`config.mk`:
```
export PLATFORM = sky130hd
export DESIGN_NAME = fill_pump_scheduler
export DESIGN_NICKNAME = d
export VERILOG_FILES = /design/src/rtl/fill_pkg.sv /design/src/rtl/fill_timer.sv /design/src/rtl/fill_pump_scheduler.sv
export SDC_FILE = /design/constraint.sdc
export NUM_CORES = 1
export LEC_CHECK = 0
export BUFFER_PORTS_ARGS = -buffer_cell sky130_fd_sc_hd__clkbuf_2
export CORE_UTILIZATION = 45
export DETAILED_ROUTE_END_ITERATION = 12
export HOLD_SLACK_MARGIN = 0.02
export PLACE_DENSITY = 0.62
export RECOVER_POWER = 100
export SYNTH_ARGS = -nofsm -noshare
export SYNTH_HDL_FRONTEND = slang
export SYNTH_HIERARCHICAL = 1
export SYNTH_SLANG_ARGS = --single-unit
```
`constraint.sdc`:
```
create_clock -name clk -period 4.5 [get_ports clk]
set_clock_uncertainty 0.15 [all_clocks]
set_input_delay 0.45 -clock clk [delete_from_list [all_inputs] [get_ports clk]]
set_output_delay 0.45 -clock clk [all_outputs]
set_load 0.01 [all_outputs]
```
`src/rtl/fill_pkg.sv`:
```
// Shared types and helpers for the two-tank fill pump scheduler.
package fill_pkg;

    localparam int unsigned N_TANKS = 2;

    typedef logic [0:0] tank_id_t;

    typedef enum logic [2:0] {IDLE, OPEN, RUN, STOP, FAULT} fill_state_t;

    typedef enum logic {ERR, TIMEOUT} fault_cause_t;

    function automatic logic [N_TANKS-1:0] tank_onehot(input tank_id_t id);
        return N_TANKS'(1) << id;
    endfunction

endpackage

```
`src/rtl/fill_timer.sv`:
```
// Saturating phase timer: synchronous clear has priority over counting.
module fill_timer #(
    parameter int unsigned CNT_W = 4
) (
    input  logic             clk,
    input  logic             reset,
    input  logic             clr,
    input  logic             en,
    output logic [CNT_W-1:0] count
);

    logic [CNT_W-1:0] count_q;

    always_ff @(posedge clk) begin
        if (reset || clr) begin
            count_q <= '0;
        end else if (en && (count_q != {CNT_W{1'b1}})) begin
            count_q <= count_q + CNT_W'(1);
        end
    end

    assign count = count_q;

endmodule

```
`src/rtl/fill_pump_scheduler.sv`:
```
// Shares one supply pump between two tanks: round-robin grant, valve/pump sequencing,
// minimum run, fill timeout and a latched fault.
module fill_pump_scheduler
    import fill_pkg::*;
#(
    parameter int unsigned VALVE_SETTLE = 4,
    parameter int unsigned MIN_RUN      = 16,
    parameter int unsigned MAX_RUN      = 1024
) (
    input  logic               clk,
    input  logic               reset,
    input  logic [N_TANKS-1:0] req,
    input  logic [N_TANKS-1:0] err,
    input  logic               fault_clr,
    output logic [N_TANKS-1:0] valve,
    output logic               pump_on,
    output logic               busy,
    output logic               grant_id,
    output logic               fault,
    output logic               fault_tank
);

    localparam int unsigned CNT_W = $clog2(MAX_RUN + 1);
    localparam logic [CNT_W-1:0] SETTLE_LAST = CNT_W'(VALVE_SETTLE - 1);
    localparam logic [CNT_W-1:0] MIN_LAST    = CNT_W'(MIN_RUN - 1);
    localparam logic [CNT_W-1:0] RUN_LAST    = CNT_W'(MAX_RUN - 1);

    fill_state_t        state_q, state_d;
    tank_id_t           grant_q, grant_d;
    tank_id_t           rr_ptr_q, rr_ptr_d;
    logic               timer_clr;
    logic               timer_en;
    logic [CNT_W-1:0]   timer;
    logic [N_TANKS-1:0] eligible;

    assign eligible = req & ~err;
    assign timer_en = (state_q == OPEN) || (state_q == RUN) || (state_q == STOP);

    fill_timer #(
        .CNT_W (CNT_W)
    ) u_timer (
        .clk   (clk),
        .reset (reset),
        .clr   (timer_clr),
        .en    (timer_en),
        .count (timer)
    );

    always_ff @(posedge clk) begin
        if (reset) begin
            state_q  <= IDLE;
            grant_q  <= '0;
            rr_ptr_q <= '0;
        end else begin
            state_q  <= state_d;
            grant_q  <= grant_d;
            rr_ptr_q <= rr_ptr_d;
        end
    end

    // Every state change restarts the timer so each phase counts from zero.
    always_comb begin
        state_d   = state_q;
        grant_d   = grant_q;
        rr_ptr_d  = rr_ptr_q;
        timer_clr = 1'b0;
        case (state_q)
            IDLE: begin
                timer_clr = 1'b1;
                if (|eligible) begin
                    state_d = OPEN;
                    grant_d = (&eligible) ? rr_ptr_q : tank_id_t'(eligible[1]);
                end
            end
            OPEN: begin
                if (err[grant_q]) begin
                    state_d   = FAULT;
                    timer_clr = 1'b1;
                end else if (timer == SETTLE_LAST) begin
                    state_d   = RUN;
                    timer_clr = 1'b1;
                end
            end
            RUN: begin
                if (err[grant_q]) begin
                    state_d   = FAULT;
                    timer_clr = 1'b1;
                end else if ((timer == RUN_LAST) && req[grant_q]) begin
                    state_d   = FAULT;
                    timer_clr = 1'b1;
                end else if (!req[grant_q] && (timer >= MIN_LAST)) begin
                    state_d   = STOP;
                    timer_clr = 1'b1;
                end
            end
            STOP: begin
                if (timer == SETTLE_LAST) begin
                    state_d   = IDLE;
                    timer_clr = 1'b1;
                    rr_ptr_d  = ~grant_q;
                end
            end
            FAULT: begin
                timer_clr = 1'b1;
                if (fault_clr && (err == '0)) begin
                    state_d = IDLE;
                end
            end
            default: begin
                state_d   = IDLE;
                timer_clr = 1'b1;
            end
        endcase
    end

    always_comb begin
        valve      = '0;
        pump_on    = 1'b0;
        busy       = 1'b0;
        fault      = 1'b0;
        fault_tank = 1'b0;
        grant_id   = grant_q;
        case (state_q)
            OPEN, STOP: begin
                valve = tank_onehot(grant_q);
                busy  = 1'b1;
            end
            RUN: begin
                valve   = tank_onehot(grant_q);
                pump_on = 1'b1;
                busy    = 1'b1;
            end
            FAULT: begin
                fault      = 1'b1;
                fault_tank = grant_q;
            end
            default: ;
        endcase
    end

endmodule

```
# Word-level counts from Yosys, hierarchy flattened
# Cells that the tools add are included.
classes:
  add_sub_neg: 1
  order_cmp: 2
  n_eq_ne: 12
  n_shift: 1
  n_mux: 25
  n_bitwise: 3
  reduce_logical: 16
ops:
  columns: ["cell", "count"]
  rows:
  - ["3-bit two-way mux", 8]
  - ["3-bit one-hot mux with 5 select lines", 1]
  - ["1-bit two-way mux", 14]
  - ["11-bit by 1-bit adder with 11-bit output (second input constant)", 1]
  - ["11-bit by 10-bit equality test with 1-bit output (second input constant)", 1]
  - ["11-bit by 2-bit equality test with 1-bit output (second input constant)", 1]
  - ["11-bit by 4-bit >= comparator with 1-bit output (second input constant)", 1]
  - ["11-bit != test (second input constant)", 1]
  - ["3-bit by 2-bit equality test with 1-bit output (second input constant)", 2]
  - ["2-bit AND reduction", 3]
  - ["5-bit AND reduction", 1]
  - ["1-bit logical AND", 4]
  - ["2-bit != test (second input constant)", 2]
  - ["4-bit by 1-bit != test with 1-bit output (second input constant)", 1]
  - ["3-bit by 1-bit equality test with 1-bit output (second input constant)", 1]
  - ["3-bit equality test (second input constant)", 1]
  - ["3-bit logical NOT", 1]
  - ["1-bit logical OR", 3]
  - ["3-bit by 1-bit != test with 1-bit output (second input constant)", 1]
  - ["1-bit one-hot mux with 3 select lines", 1]
  - ["3-bit OR reduction", 1]
  - ["2-bit AND", 1]
  - ["2-bit logical NOT", 1]
  - ["1-bit by 2-bit less-than comparator with 1-bit output (second input constant)", 1]
  - ["other kinds (7)", 7]
totals:
  regBits: 16
  output_inout_bits: 7
  wordCells: 64

# Logic depth before layout (Yosys ltp)
logic_depth:
  depth_word: 9
  mapped_depth: 9
  ltp_nobuf: 7

# Hierarchy
# The synthesis kept the hierarchy.
by_module_without_submodules:
  columns: ["mod", "n_inst", "cells_per_inst", "area_each_um2", "seq_area_each_um2"]
  rows:
  - ["fill_timer", 1, 73, 638.1, 220.2]
  - ["fill_pump_scheduler", 1, 57, 478.0, 100.1]

# Worst setup path after synthesis
# No wires, ideal clock.
synth_timing:
  path_kind: "reg-to-reg"
  start: "register u_timer.count_q[4] (netlist: u_timer/count[4])"
  end: "register u_timer.count_q[1] (netlist: u_timer/count[1])"
  arrival_time_ns: 1.832
  required_time_ns: 4.219
  path_slack_ns: 2.387
  stages_incl_launch_ff: 8
  path_buffers: 0
  period_less_slack_ns: 2.113
  cell_sequence: "dfxtp_1 -> nand4b_1 -> o41ai_2 -> a211oi_2 -> o21bai_1 -> nor2_1 -> a41oi_1 -> o211ai_1"
synth_via:
  elab_chain_cells: 7
  elab_cells_between_ends: 14
  classes_between: "order compare (1); eq/ne (3); mux (6); reduce/logical (4)"
synth_lines:
  columns: ["item", "line_no", "text"]
  rows:
  - ["from (decl)", "fill_timer.sv:12", "logic [CNT_W-1:0] count_q;"]
  - ["from (signal assigned)", "fill_timer.sv:18", "count_q <= count_q + CNT_W'(1);"]
  - ["11-bit by 4-bit >= comparator with 1-bit output", "fill_pump_scheduler.sv:91", "end else if (!req[grant_q] && (timer >= MIN_LAST)) begin"]
  - ["1-bit logical AND", "fill_pump_scheduler.sv:91", null]
  - ["1-bit two-way mux", "fill_pump_scheduler.sv:91", null]
  - ["1-bit two-way mux", "fill_pump_scheduler.sv:88", "end else if ((timer == RUN_LAST) && req[grant_q]) begin"]
  - ["1-bit two-way mux", "fill_pump_scheduler.sv:85", "if (err[grant_q]) begin"]
  - ["1-bit one-hot mux with 3 select lines (*)", "fill_pump_scheduler.sv:67", "case (state_q)"]
  - ["named net timer_clr", "fill_pump_scheduler.sv:31", "logic timer_clr;"]
  - ["1-bit logical OR (*)", "fill_timer.sv:15", "if (reset || clr) begin"]
# Mark *: on every way through the listed nets, which the timed path passes. The rest lies on a longest branch.
# A chain may end at the register's enable or synchronous reset.

# Worst setup path in the final report
layout_timing:
  start: "register u_timer.count_q[3] (netlist: u_timer/count[3])"
  end: "register u_timer.count_q[1] (netlist: u_timer/count[1])"
# The elaborated chain is that of the path after synthesis.

==> results.md <==
- Detail Route Antenna Nets: 0
- Post-synth EDFFs: 0
- Final setup vio count: 0
- Hold Path Stages: 2
- Post-layout min period: 2.76 ns
- Sink Count: 16
- Post-CTS resize count: 0
- Worst EP arrival: 2.77 ns
- Outcome: completed
- WL/cell: 15.5 microns
- Largest cells by area after synthesis: dfxtp_1 (29%), nand3_1 (4.5%), a21oi_1 (3.6%)
- Worst Tran Pin Value: 0.729 ns
- Final period util: 0.614
- Horiz. Die Dim: 51.8 microns
- Static leakage: 0.400 nW
- Post-synth top area cell: dfxtp_1
- Post-CTS Setup Inserts: 0
- Fill cells: 222
- Fin. max-slew vios: 0
- Sequential cell area fraction in the yosys report: 0.287
- Post-route DRC: 0
- PD cells: 393 nW/um^2
- Initial Utilization: 0.490
- Synth warnings: 6
- CP Cell Sequence: nand4_1 -> o41ai_1 -> a211oi_2 -> o21bai_1 -> nor2_1 -> a41oi_1 -> o211ai_1
- Post-layout net count: 149
- Largest family of logic cells by synthesized area: simple AND/OR/NAND/NOR gates
- Flop2flop setup slack: 1.74 ns
- Avg Cell Area, Syn: 8.59 sq um
- Clock buffer count from CTS: 3
- Initial antenna violation count: 0
- DRT Pass-1 Iters: 4
- Most used DFF post-synth: dfxtp_1
- Mux cell area share after synthesis: 0.0381
- First-pass GRT wire length: 4440 microns
- Synth Area in Adders: 0.0112
- Clock Latency Late Sink: 0.28 ns
- Share of the synthesized area in the top cell type: 0.287
- CTS hold repair buffers: 0
- Maximum vdd ir drop: 0.000247 V
- Die height: 51.8 microns
- Setup TNS Final: 0 ns
- Row Count: 17
- Longest Clk Path Bufs: 2
- Compound-cell area share of the yosys netlist: 0.239
- Synthesized flop and latch total: 16
- HP Start: reset
- Synth Area in XOR/XNOR: 0
- Fin util: 0.514
- Routed wire length: 2590 microns
- Max H-tree Level: 1
- Post-DP HPWL: 1850 microns
- Critical path class: flop to flop
- Die ar.: 2680 sq um
- Tightest Hold Check Type: input pin to flop
- Slew headroom: 0.512
- Path depth of the worst reg2reg path: 7
- Fin. Hold Viols: 0
- Crit. End Element: flop
- Vias in the first global route: 940
- Top-Level Pins: 14
- CP Max Fanout: 12
- Fmax achieved: 362 MHz
- Share of cells above drive strength 1: 0.151
- TritonCTS clock tree: built
- Core ar.: 2280 sq um
- Slowest Stage Delay on Critical Path: 0.66 ns
- Root Driver: clkbuf_4
- Clk slew on worst S/H paths: 0.09 ns
- Largest net degree at the start of global routing: 13
- Vias/cell: 6.54
- FF-to-FF Start: u_timer/count[3]
- Mapped Cells: 130
- Worst path slowest cell: o41ai_1
- Distinct cells, synth: 50
- Synthesized cell area: 1120 sq um
- RR Endpoint: u_timer/count[1]
- Hold Crit Endpoint: rr_ptr_q
- CP required: 4.51 ns
- Port bufs: 13
- DRT iter0 DRCs: 54
- Layout area overhead: 4.82%
- Max-Cap Viols: 0
- CP startpoint kind: flop
- GPL Wtd Cong: 0.908
- Vias: 1092
- RSZ-0062 raised after global routing: false
- Syn Nets: 138
- Global route overflow: 0
- Share of synthesized registers carrying an async set or reset: 0
- Ant diodes: 0
- Simple-gate share of the synthesized area: 0.371
- Tot GR Track Use: 0.221
[registers in the layout, indices dropped and copies added (netlist names)]
signal         count
u_timer/count     11
state_q            3
grant_id           1
rr_ptr_q           1
[worst max-delay path, delay by kind of cell (launching register included)]
kind	cells	cell delay, ns
simple gates	2	0.42
flops	1	0.55
compound gates	5	1.52
[how the worst max path moves through the flow]
| stage | slack (ns) | from | endpoint |
|---|---|---|---|
| floorplan | 2.39 | u_timer/count[4] | u_timer/count[1] |
| global placement | 2.16 | u_timer/count[6] | u_timer/count[1] |
| detailed placement | 1.99 | u_timer/count[3] | u_timer/count[1] |
| CTS | 1.94 | grant_id | u_timer/count[1] |
| global route | 1.56 | u_timer/count[3] | u_timer/count[1] |
| finish | 1.74 | u_timer/count[3] | u_timer/count[1] |
[Yosys cell counts, drive strengths merged (2+ instances only)]
cell,instances
a21oi,8
a31oi,4
a41oi,4
and2,2
and3,4
and4,4
buf,7
dfxtp,16
inv,2
mux2i,3
nand2,4
nand2b,2
nand3,10
nand3b,2
nand4,5
nand4b,2
nor2,6
nor2b,2
nor3,7
nor4b,4
o211ai,3
o21a,2
o21ai,6
or2,4
or3,3
[power breakdown]
group	switching [mW]	internal, mW
Clock	0.0426	0.0310
Sequential	0.0294	0.157
Combinational	0.121	0.0792
Total	0.193	0.267
[stage by stage]
| stage | instances | total power [mW] | setup slack, ns | instance area (sq um) | hold slack, ns |
|---|---|---|---|---|---|
| final | 167 | 0.460 | 1.74 | 1170 | 0.330 |
| after global routing | 167 | 0.499 | 1.56 | 1170 | 0.350 |
| after CTS | 167 | 0.472 | 1.94 | 1190 | 0.320 |
| after detailed placement | 164 | 0.397 | 1.99 | 1160 | 0.325 |
| after global placement | 164 | 0.399 | 2.16 | 1160 | 0.323 |
| after floorplan | 130 | 0.349 | 2.39 | 1120 | 0.303 |
[placed cells by master (no fill, tap or decap), types with 4 or more instances in the layout]
| master | Yosys | layout |
|---|---|---|
| nor4b_1 | 4 | 4 |
| nand2_1 | 4 | 4 |
| clkbuf_2 | 0 | 8 |
| o21ai_0 | 4 | 5 |
| nor2_1 | 6 | 6 |
| a21oi_1 | 8 | 8 |
| nor3_1 | 6 | 6 |
| nand3_1 | 10 | 10 |
| dfxtp_1 | 16 | 16 |
| clkbuf_1 | 0 | 5 |
| a41oi_1 | 4 | 4 |
| nand4_1 | 4 | 4 |
[cells by family after synthesis]
kind of cell | Yosys count
flip-flops | 16
multiplexers | 3
buffers and inverters | 9
AO/OA/AOI/OAI | 36
AND/OR/NAND/NOR | 65
adder cells (fa/ha/maj) | 1
[per-layer routing]
layer | wire length, microns | share of wire | up-vias | track usage
li1 | - | - | 534 | -
met1 | 1250 | 0.48 | 509 | 0.332
met2 | 1140 | 0.44 | 47 | 0.318
met3 | 188 | 0.072 | 2 | 0.0526
met4 | 14 | 0.0054 | 0 | 0.0360
met5 | 0 | 0 | - | 0
[cell type report]
class                           instances  area, sq um  share of cell area
Multi-Input combinational cell        105          726               0.620
Sequential cell                        16          320               0.274
Timing Repair Buffer                   13         58.8              0.0503
Tap cell                               28         35.0              0.0299
Clock buffer                            3         22.5              0.0193
Inverter                                2         7.51             0.00642
No activity file was read; power rests on OpenSTA's default activity.
